===== src/rtl/sdram_port_req_queue.sv =====
// Request queue in front of one SDRAM controller port: buffers read/write
// commands in a small FIFO, issues them one at a time and returns read data in order.
module sdram_port_req_queue #(
    parameter int PORT_ADDR_WIDTH   = 12,
    parameter int DATA_WIDTH        = 16,
    parameter int DQM_WIDTH         = 2,
    parameter int PORT_OUTPUT_WIDTH = DATA_WIDTH*2,
    parameter int DEPTH             = 4,
    parameter int TIMEOUT           = 1023
) (
    input  logic                         clk,
    input  logic                         reset_n,
    input  logic                         req_valid,
    output logic                         req_ready,
    input  logic                         req_we,
    input  logic [PORT_ADDR_WIDTH-1:0]   req_addr,
    input  logic [DATA_WIDTH-1:0]        req_data,
    input  logic [DQM_WIDTH-1:0]         req_be,
    output logic                         rsp_valid,
    output logic [PORT_OUTPUT_WIDTH-1:0] rsp_data,
    output logic [PORT_ADDR_WIDTH-1:0]   p_addr,
    output logic [DATA_WIDTH-1:0]        p_data,
    output logic [DQM_WIDTH-1:0]         p_byte_en,
    output logic                         p_wr,
    output logic                         p_rd,
    input  logic [PORT_OUTPUT_WIDTH-1:0] p_q,
    input  logic                         p_available,
    input  logic                         p_ready,
    output logic [$clog2(DEPTH):0]       level,
    output logic                         busy,
    output logic                         err_timeout
);

    localparam int PW = $clog2(DEPTH);
    localparam int TW = $clog2(TIMEOUT + 1);

    typedef enum logic [1:0] {
        IDLE  = 2'd0,
        ISSUE = 2'd1,
        WAIT  = 2'd2
    } state_t;

    typedef struct packed {
        logic                       we;
        logic [PORT_ADDR_WIDTH-1:0] addr;
        logic [DATA_WIDTH-1:0]      data;
        logic [DQM_WIDTH-1:0]       be;
    } cmd_t;

    cmd_t                         mem_q [DEPTH];
    logic [PW-1:0]                wr_ptr_q, wr_ptr_d;
    logic [PW-1:0]                rd_ptr_q, rd_ptr_d;
    logic [PW:0]                  count_q, count_d;
    state_t                       state_q, state_d;
    cmd_t                         cmd_q, cmd_d;
    logic [TW-1:0]                timer_q, timer_d;
    logic                         err_q, err_d;
    logic                         rsp_valid_q, rsp_valid_d;
    logic [PORT_OUTPUT_WIDTH-1:0] rsp_data_q, rsp_data_d;

    logic full, empty, push, pop, done;

    assign full      = (count_q == (PW+1)'(DEPTH));
    assign empty     = (count_q == '0);
    assign req_ready = !full;
    assign push      = req_valid && !full;

    // A completion is accepted in ISSUE as well as in WAIT; stray p_ready in IDLE is ignored.
    assign done = p_ready && ((state_q == ISSUE) || (state_q == WAIT));

    always_ff @(posedge clk) begin
        if (push) begin
            mem_q[wr_ptr_q] <= cmd_t'({req_we, req_addr, req_data, req_be});
        end
    end

    always_comb begin
        wr_ptr_d = wr_ptr_q;
        rd_ptr_d = rd_ptr_q;
        count_d  = count_q;
        if (push) begin
            wr_ptr_d = wr_ptr_q + PW'(1);
        end
        if (pop) begin
            rd_ptr_d = rd_ptr_q + PW'(1);
        end
        case ({push, pop})
            2'b10:   count_d = count_q + (PW+1)'(1);
            2'b01:   count_d = count_q - (PW+1)'(1);
            default: count_d = count_q;
        endcase
    end

    always_comb begin
        state_d     = state_q;
        cmd_d       = cmd_q;
        timer_d     = timer_q;
        err_d       = err_q;
        rsp_valid_d = 1'b0;
        rsp_data_d  = rsp_data_q;
        pop         = 1'b0;
        p_wr        = 1'b0;
        p_rd        = 1'b0;
        case (state_q)
            IDLE: begin
                if (!empty && p_available) begin
                    pop     = 1'b1;
                    cmd_d   = mem_q[rd_ptr_q];
                    state_d = ISSUE;
                end
            end
            ISSUE: begin
                p_wr    = cmd_q.we;
                p_rd    = !cmd_q.we;
                timer_d = '0;
                state_d = p_ready ? IDLE : WAIT;
            end
            WAIT: begin
                if (p_ready) begin
                    state_d = IDLE;
                end else if (timer_q == TW'(TIMEOUT - 1)) begin
                    err_d   = 1'b1;
                    state_d = IDLE;
                end else begin
                    timer_d = timer_q + TW'(1);
                end
            end
            default: state_d = IDLE;
        endcase
        if (done && !cmd_q.we) begin
            rsp_valid_d = 1'b1;
            rsp_data_d  = p_q;
        end
    end

    always_ff @(posedge clk or negedge reset_n) begin
        if (!reset_n) begin
            wr_ptr_q    <= '0;
            rd_ptr_q    <= '0;
            count_q     <= '0;
            state_q     <= IDLE;
            cmd_q       <= '0;
            timer_q     <= '0;
            err_q       <= 1'b0;
            rsp_valid_q <= 1'b0;
            rsp_data_q  <= '0;
        end else begin
            wr_ptr_q    <= wr_ptr_d;
            rd_ptr_q    <= rd_ptr_d;
            count_q     <= count_d;
            state_q     <= state_d;
            cmd_q       <= cmd_d;
            timer_q     <= timer_d;
            err_q       <= err_d;
            rsp_valid_q <= rsp_valid_d;
            rsp_data_q  <= rsp_data_d;
        end
    end

    assign p_addr      = cmd_q.addr;
    assign p_data      = cmd_q.data;
    assign p_byte_en   = cmd_q.be;
    assign level       = count_q;
    assign busy        = !empty || (state_q != IDLE);
    assign err_timeout = err_q;
    assign rsp_valid   = rsp_valid_q;
    assign rsp_data    = rsp_data_q;

endmodule


===== config.mk =====
export PLATFORM = sky130hd
export DESIGN_NAME = sdram_port_req_queue
export DESIGN_NICKNAME = d
export VERILOG_FILES = /design/src/rtl/sdram_port_req_queue.sv
export SDC_FILE = /design/constraint.sdc
export NUM_CORES = 1
export LEC_CHECK = 0
export ABC_AREA = 1
export CAP_MARGIN = 25
export CELL_PAD_IN_SITES_DETAIL_PLACEMENT = 0
export CELL_PAD_IN_SITES_GLOBAL_PLACEMENT = 1
export CORE_MARGIN = 1.5
export CORE_UTILIZATION = 42
export DETAILED_ROUTE_END_ITERATION = 10
export GPL_ROUTABILITY_DRIVEN = 0
export PLACE_DENSITY = 0.78
export SETUP_SLACK_MARGIN = 0.5
export SLEW_MARGIN = 0
export SYNTH_ARGS = -nofsm -noshare
export SYNTH_HDL_FRONTEND = slang
export SYNTH_SLANG_ARGS = --single-unit

===== constraint.sdc =====
create_clock -name clk -period 3.1 [get_ports clk]
set_input_delay 0.62 -clock clk [delete_from_list [all_inputs] [get_ports clk]]
set_output_delay 0.62 -clock clk [all_outputs]
set_load 0.05 [all_outputs]

==> run summary, run 1 <==
status: complete, no violations
register bit count reported by yosys: 208
wire length per cell: 15.01 um
Inst Count DP: 1141
pre-CTS setup slack: 0.6182 ns
clk sinks: 208
final worst slack: 0.5985 ns
leading cell types in the layout, fill and taps excluded: nand2_1, clkdlybuf4s50_1, edfxtp_1, nor2_1, o21ai_0
clock latency on the worst-skew pair: 0.50 ns
initial core utilization: 42.53%
Overflow after GRT: 0
FP Rows: 52
DIE HEIGHT: 145.7 um
Arr. time, crit path: 1.88 ns
port bufs: 138
I/O pin count: 139
TNS Setup: 0 ns
via count: 5614
CP Data Required Time: 2.48 ns
Core Area: 20100 sq um
Die Wd: 145.7 um
top_reg_cell synth: edfxtp_1
max_slew headroom: 49.42%
synthesis warning total: 0
hold slack: 0.09437 ns
Crit Path Class: reg2out
# diodes: 0
Root Driver: clkbuf_16
First-pass DRT Iterations: 4
Synth top area share: 43.55%
RSZ-0062 raised after global routing: false
slew of the pin with the lowest slew margin: 0.7576 ns
CTS tree: done
first-pass GRT wire length: 28.71 mm
largest net degree at the start of global routing: 63
Syn Std Cell Area: 8549 sq um
Reg clk slew, reported paths: 0.06 ns
Iter 0 DRT Violations: 299
postcts setup bufs: 0
worst hold path type: in2async
Nets: 975
H-tree depth: 1
vias per cell: 4.754
Worst Clk Skew: 0.009581 ns
CP Capture Type: output port
initial antenna violation count: 0
MaxCap Viol Count: 0
setup violators final: 0
register-to-register path setup slack: 1.02 ns
peak supply drop: 0.0006517 V
commonest non-fill, non-tap cell in the layout: nand2_1
Fill cells: 1740
number of global-route vias before repair: 5505
HPWL after detailed placement: 11.04 mm
area leader, netlist: edfxtp_1
Core Util, Final: 53.45%
fin crit share: 80.69%
Static Leak: 4.363 nW
Seq/Total Area, Yosys: 68.14%
Async SR Flop Fraction: 40.38%
clk buf depth: 3
area grow syn2layout: 25.70%
layout cells sized above 1: 7.903%
crit path max fanout: 4
die area: 21220 sq um
fmax: 399.8 MHz
crit start category: flip-flop
crit path time final: 2.502 ns
Num CTS Buffers: 22
Layout Cells excl Fill: 1181
Avg Cell Area, Syn: 10.92 sq um
hold_buf cts: 0
GRT Total Usage: 16.81%
Post-Synthesis Net Count: 863
total wire length: 17.72 mm
Yosys cell types: 31
top cells by area, synth: edfxtp_1, dfrtp_1, nand2_1
Post-synth EDFFs: 124
Final Max Slew Viols: 0
DR DRC count: 0
Post-Synthesis Cells: 783
pwr dens: 1086 nW/um^2
Hold Violations, Final: 0
post-route ant nets: 0
final timing paths:
check,startpoint,end,depth (start not counted)
max,state_q[1]$_DFFE_PN0P_,p_rd,5
min,reset_n,timer_q[9]$_DFFE_PN0P_,1
max reg2reg,level[1]$_DFFE_PN0P_,level[2]$_DFFE_PN0P_,9
min reg2reg,err_timeout$_DFFE_PN0P_,err_timeout$_DFFE_PN0P_,1
max in group asynchronous,reset_n,rsp_data[19]$_DFFE_PN0P_,2
min in group clk,err_timeout$_DFFE_PN0P_,err_timeout$_DFFE_PN0P_,1
report_power, final:
part	total (mW)	leakage [nW]	internal, mW	switching [mW]
registers	4.16	2.19	3.77	0.391
clock network	2.61	0.341	1.55	1.06
logic	4.90	1.83	1.53	3.37
layer usage:
layer / vias up / GRT usage [%] / part of all wire (%)
li1: 2791 / - / -
met1: 2666 / 22.35 / 45
met2: 138 / 29.05 / 49
met3: 19 / 3.009 / 5.0
met4: 0 / 3.367 / 1.3
met5: - / 0 / 0
sequential cells by signal (all words and copies together), names as in the netlist:
name	flops
p_byte_en	2
level	3
rsp_valid	1
err_timeout	1
p_addr	12
p_data	16
wr_ptr_q	2
rd_ptr_q	2
cmd_q	1
rsp_data	32
mem_q	124
timer_q	10
state_q	2
area by class of cell:
| cell class | instances | area, sq um | area share, % |
|---|---|---|---|
| inverters | 26 | 97.59 | 0.9081 |
| well taps | 270 | 337.8 | 3.144 |
| multi-input cells | 485 | 2245 | 20.89 |
| clock inverters | 9 | 101.3 | 0.9431 |
| clock buffers | 31 | 615.6 | 5.728 |
| flip-flops and latches | 208 | 5828 | 54.23 |
| repair buffers | 152 | 1521 | 14.16 |
synthesized netlist by cell type, types with 3 or more instances:
cell and count:
nor2_1 110, dfrtp_1 84, nand4_1 7, nand2_1 215, ha_1 11, inv_2 3, nand3_2 3, xor2_1 6
nand3_1 15, clkbuf_1 8, buf_2 14, buf_4 37, o21ai_0 86, o21ai_1 14, edfxtp_1 124, clkbuf_2 3
a21oi_1 3, inv_1 22, nand2_2 4
kinds of logic after synthesis:
kind of cell,count (synthesis),synth area share [%]
flip-flops,208,68.14
XOR/XNOR,7,0.7171
adder cells (fa/ha/maj),12,1.844
buffers and inverters,90,6.044
AO/OA/AOI/OAI,107,6.410
AND/OR/NAND/NOR,359,16.84
per-stage QoR:
step           power (mW)  cell area (sq um)
2_1_floorplan       7.810               8567
3_3_place_gp        9.137              10030
3_5_place_dp        9.187              10030
4_1_cts             11.82              10740
5_1_grt             12.37              10750
6_report            11.67              10750
worst max-delay path, cell delays in order (launching register included):
cell and delay (ns):
dfrtp_1 0.38, inv_1 0.12, ha_1 0.21, inv_1 0.06, nor2_1 0.11, clkdlybuf4s15_1 0.51
what timing repair did:
action,in CTS,in global routing
pin swaps,0,0
cloned,0,0
gates resized for setup,3,2
setup endpoints to repair,3,2
No activity file was read; power rests on OpenSTA's default activity.
==> inputs of run 2 (changes only) <==
clock period = 2.38 ns   (was 3.1 ns; I/O delays follow)
==> run 2 against run 1 <==
  * Global-route usage up 0.078 points
  * Register-to-register slack worse by 0.51 ns
  * Highest routed layer is now met5
  * Sequential power up 30%
  * Die area unchanged
  * Sequential cell count unchanged
  * Critical endpoint unchanged
  * Largest cell class unchanged
==> run summary, run 2 (synthesis gave the netlist of run 1 again) <==
status: complete, no violations
Root Driver: clkbuf_16
hold slack: 0.4545 ns (+0.3602 ns)
CP Data Required Time: 1.90 ns (-0.58 ns)
Crit Path Class: reg2out
GRT Total Usage: 16.89% (+0.078 points)
Fill cells: 1728 (-0.69%)
# diodes: 0 (unchanged)
Final Power: 15.38 mW (+32%)
setup violators final: 0 (unchanged)
first-pass GRT wire length: 28.83 mm (+0.41%)
Core Area: 20100 sq um (unchanged)
crit path time final: 1.933 ns
port bufs: 138 (unchanged)
H-tree depth: 1 (unchanged)
worst hold path type: in2async
Static Leak: 4.513 nW (+3.4%)
DIE HEIGHT: 145.7 um (unchanged)
TNS Setup: 0 ns (unchanged)
FP Rows: 52 (unchanged)
DR DRC count: 0 (unchanged)
Die Wd: 145.7 um (unchanged)
Most flops, register: mem_q
CP Capture Type: output port
clock latency on the worst-skew pair: 0.51 ns (about the same)
area occupied by multi-input gates: 2332 sq um (+3.9%)
Worst Clk Skew: 0.01149 ns (+0.001910 ns)
Reg clk slew, reported paths: 0.06 ns (about the same)
peak supply drop: 0.0006798 V (+4.3%)
max_slew headroom: 57.25% (+7.8 points)
Arr. time, crit path: 1.46 ns (-0.42 ns)
slew of the pin with the lowest slew margin: 0.6413 ns (-0.1162 ns)
crit path max fanout: 3 (-1)
Num CTS Buffers: 22 (unchanged)
MaxCap Viol Count: 0 (unchanged)
Nets: 986 (+1.1%)
CTS tree: done
total wire length: 17.83 mm (+0.59%)
layout cells sized above 1: 14.33% (+6.4 points)
Overflow after GRT: 0 (unchanged)
die area: 21220 sq um (unchanged)
Final Max Slew Viols: 0 (unchanged)
fmax: 517.3 MHz
vias per cell: 4.788 (+0.73%)
initial core utilization: 42.53% (unchanged)
leading cell types in the layout, fill and taps excluded: nand2_1, edfxtp_1, nor2_1, o21ai_0, dfrtp_1
commonest non-fill, non-tap cell in the layout: nand2_1
largest net degree at the start of global routing: 63 (unchanged)
RSZ-0062 raised after global routing: true
number of global-route vias before repair: 5566 (+1.1%)
Hold Violations, Final: 0 (unchanged)
pwr dens: 1408 nW/um^2 (+30%)
initial antenna violation count: 1 (+1)
Core Util, Final: 54.32% (+0.86 points)
crit start category: flip-flop
HPWL after detailed placement: 10.78 mm (-2.4%)
I/O pin count: 139 (unchanged)
Iter 0 DRT Violations: 310 (+3.7%)
post-route ant nets: 0 (unchanged)
clk buf depth: 3 (unchanged)
First-pass DRT Iterations: 4 (unchanged)
pre-CTS setup slack: 0.2070 ns (-0.4112 ns)
wire length per cell: 14.97 um (-0.25%)
final worst slack: 0.4467 ns (-0.1518 ns)
area grow syn2layout: 27.73%
via count: 5703 (+1.6%)
max reg flops: 124 (unchanged)
clk sinks: 208 (unchanged)
FF+latch area: 5832 sq um (about the same)
fin crit share: 81.23%
==> run 2: cell types whose count changed in the layout (fill, tap and decap cells not counted), sizes merged <==
cell,before,now
clkinvlp,3,1
clkdlybuf4s15,1,42
clkinv,5,8
bufinv,2,3
clkdlybuf4s50,133,66
buf,15,28
dlymetal6s2s,1,0
dlygate4sd3,0,1
clkbuf,31,52
==> run 2: metal layers <==
metal | track usage (%) | up-vias | share of wire [%]
met1 | 23.01 | 2731 | 46
met3 | 3.135 | 22 | 4.2
met2 | 28.60 | 139 | 48
met4 | 3.112 | 2 | 1.6
met5 | 0 | - | 0.073
li1 | - | 2809 | -
==> run 2: cell type report <==
type / instances / share of cell area [%]
clock buffer: 28 / 5.431
clock inverter: 11 / 1.455
inverter: 26 / 0.9624
multi-input combinational: 485 / 21.36
sequential: 208 / 53.40
tap: 270 / 3.093
timing repair buffer: 163 / 14.30
==> run 2: worst max-delay path: stages (launching register included) <==
cell	delay, ns
dfrtp_1	0.39
inv_2	0.12
ha_4	0.15
inv_2	0.04
nor2_2	0.09
buf_6	0.17
==> run 2: power by group <==
part           internal (mW)  total [mW]  switching [mW]
Sequential              4.91        5.41           0.502
Clock                   2.10        3.49            1.39
Combinational           1.92        6.47            4.56
==> run 2: final timing paths <==
check | endpoint | cells after the start | from | slack, ns
max | p_rd | 5 | state_q[1]$_DFFE_PN0P_ | 0.45
min | p_data[15]$_DFFE_PN0P_ | 2 | reset_n | 0.45
max reg2reg | level[2]$_DFFE_PN0P_ | 11 | state_q[1]$_DFFE_PN0P_ | 0.51
min reg2reg | err_timeout$_DFFE_PN0P_ | 1 | err_timeout$_DFFE_PN0P_ | 0.46
max in group asynchronous | rsp_data[4]$_DFFE_PN0P_ | 3 | reset_n | 1.32
min in group clk | err_timeout$_DFFE_PN0P_ | 1 | err_timeout$_DFFE_PN0P_ | 0.46
==> run 2: per-stage QoR <==
step	area, sq um	std cells
2_1_floorplan	8643	783
3_3_place_gp	10150	1143
3_5_place_dp	10150	1143
4_1_cts	10970	1189
5_1_grt	10920	1191
6_report	10920	1191
==> run 2: repair_timing <==
| action | 4_1_cts | 5_1_grt |
|---|---|---|
| hold endpoints to repair | 27 | 0 |
| cloned | 0 | 0 |
| resized for setup | 124 | 56 |
| setup buffers | 6 | 2 |
| hold buffers | 1 | 0 |
| pin swaps | 6 | 4 |
| endpoints found under the setup margin | 72 | 61 |
==> inputs of run 3 (changes only) <==
clock period = 2 ns   (was 2.38 ns; I/O delays follow)
==> run 3 against run 2 <==
  * Worst setup slack worse by 0.34 ns
  * Routed wire length up 12%
  * Final cell count rose by 3.3%
  * Critical path type unchanged
  * Critical endpoint is now busy
  * Largest cell class unchanged
  * Largest power group unchanged
==> run summary, run 3 (synthesis gave the netlist of run 1 again) <==
vias per cell: 4.773 (-0.32%)
setup violators final: 0 (unchanged)
Arr. time, crit path: 1.49 ns (+0.03 ns)
Reg clk slew, reported paths: 0.06 ns (about the same)
crit path max fanout: 3 (unchanged)
post-route ant nets: 0 (unchanged)
DR DRC count: 0 (unchanged)
pwr dens: 1697 nW/um^2 (+20%)
first-pass GRT wire length: 30.54 mm (+5.9%)
HPWL after detailed placement: 11.44 mm (+6.1%)
GRT Total Usage: 17.71% (+0.82 points)
DIE HEIGHT: 145.7 um (unchanged)
Nets: 1024 (+3.9%)
peak supply drop: 0.0008518 V (+25%)
I/O pin count: 139 (unchanged)
crit start category: flip-flop
initial core utilization: 42.53% (unchanged)
post-route cell area: 11580 sq um (+6.1%)
max reg flops: 124 (unchanged)
MaxCap Viol Count: 0 (unchanged)
CP Cell Sequence: inv_2, ha_4, nand4_1, buf_12
leading cell types in the layout, fill and taps excluded: nand2_1, edfxtp_1, nor2_1, o21ai_0, dfrtp_1
Root Driver: clkbuf_16
CP Capture Type: output port
port bufs: 138 (unchanged)
commonest non-fill, non-tap cell in the layout: nand2_1
clk buf depth: 3 (unchanged)
Overflow after GRT: 0 (unchanged)
fin crit share: 94.68%
Inst Count DP: 1154 (+0.96%)
Post-DP Area: 10280 sq um (+1.3%)
pre-CTS setup slack: -0.07096 ns (-0.2780 ns)
layout cells sized above 1: 21.90% (+7.6 points)
CP max stage cell: dfrtp_1
Die Wd: 145.7 um (unchanged)
Worst Clk Skew: 0.008429 ns (-0.003062 ns)
Layout Cells excl Fill: 1230 (+3.3%)
wire length per cell: 16.24 um (+8.5%)
area grow syn2layout: 35.49%
CP Data Required Time: 1.60 ns (-0.30 ns)
via count: 5871 (+2.9%)
status: complete, no violations
initial antenna violation count: 0 (-1)
Most flops, register: mem_q
die area: 21220 sq um (unchanged)
final worst slack: 0.1064 ns (-0.3403 ns)
clock latency on the worst-skew pair: 0.50 ns (about the same)
Iter 0 DRT Violations: 393 (+27%)
clk sinks: 208 (unchanged)
Slowest Stage Delay on Critical Path: 0.42 ns (+0.03 ns)
fmax: 528.1 MHz
Static Leak: 4.851 nW (+7.5%)
slew of the pin with the lowest slew margin: 0.4595 ns (-0.1819 ns)
number of global-route vias before repair: 5848 (+5.1%)
Final Max Slew Viols: 0 (unchanged)
largest net degree at the start of global routing: 63 (unchanged)
total wire length: 19.98 mm (+12%)
TNS Setup: 0 ns (unchanged)
Num CTS Buffers: 22 (unchanged)
FP Rows: 52 (unchanged)
Crit Path Class: reg2out
Core Area: 20100 sq um (unchanged)
H-tree depth: 1 (unchanged)
worst hold path type: in2async
Hold Violations, Final: 0 (unchanged)
max_slew headroom: 69.37% (+12 points)
crit path time final: 1.894 ns
CTS tree: done
RSZ-0062 raised after global routing: true
First-pass DRT Iterations: 4 (unchanged)
## run 3: metrics by stage
step	power [mW]	util [%]	hold WS, ns
floorplan	12.28	-	0.1044
global placement	14.63	51.15	0.3867
CTS	18.79	54.80	0.4104
finish	19.66	57.62	0.4098
global route	20.79	57.61	0.4253
detailed placement	14.71	51.15	0.3884
## run 3: per-layer routing
metal | routed length, um | track usage (%) | vias to the layer above
met2 | 9676 | 29.48 | 145
met4 | 231 | 3.724 | 0
li1 | - | - | 2893
met5 | 0 | 0 | -
met1 | 8966 | 24.44 | 2809
met3 | 1102 | 3.229 | 24
## run 3: final cells by class
cell class	instances	area [sq um]
fill	1667	8521
multi-input combinational	485	2376
tap	270	337.8
inverter	26	112.6
clock buffer	30	601.8
antenna	1	2.502
sequential	208	5834
clock inverter	9	62.56
timing repair buffer	201	2256
## run 3: final timing paths
kind                                        start                       end  slack (ns)  cells past startpoint
setup reg to reg           state_q[0]$_DFFE_PN0P_      level[2]$_DFFE_PN0P_        0.18                     10
setup / recovery           state_q[0]$_DFFE_PN0P_                      busy        0.11                      4
hold / removal                            reset_n     p_data[5]$_DFFE_PN0P_        0.41                      2
min in group clk                          p_q[17]  rsp_data[17]$_DFFE_PN0P_        0.43                      3
hold reg to reg             p_data[4]$_DFFE_PN0P_     p_data[4]$_DFFE_PN0P_        0.48                      2
max in group asynchronous                 reset_n  p_byte_en[1]$_DFFE_PN0P_        1.02                      3
## run 3: critical path: cells and delay by family (launching register included)
family / cells / cell delay (ns)
adders and majority gates: 1 / 0.16
buffers and inverters: 2 / 0.28
DFF: 1 / 0.42
and+or+nand+nor: 1 / 0.13
## run 3: where the power goes
part | switching (mW) | internal [mW] | total (mW)
Combinational | 5.81 | 3.48 | 9.29
Sequential | 0.676 | 5.86 | 6.53
Clock | 1.61 | 2.22 | 3.84
Total | 8.10 | 11.6 | 19.7
## run 3: repair_timing
item | in CTS | in global routing
pin swaps | 9 | 12
cloned | 1 | 8
endpoints found under the setup margin | 162 | 182
resized for setup | 375 | 86
hold buffers | 1 | 0
buffers inserted | 11 | 15
endpoints found under the hold margin | 28 | 0
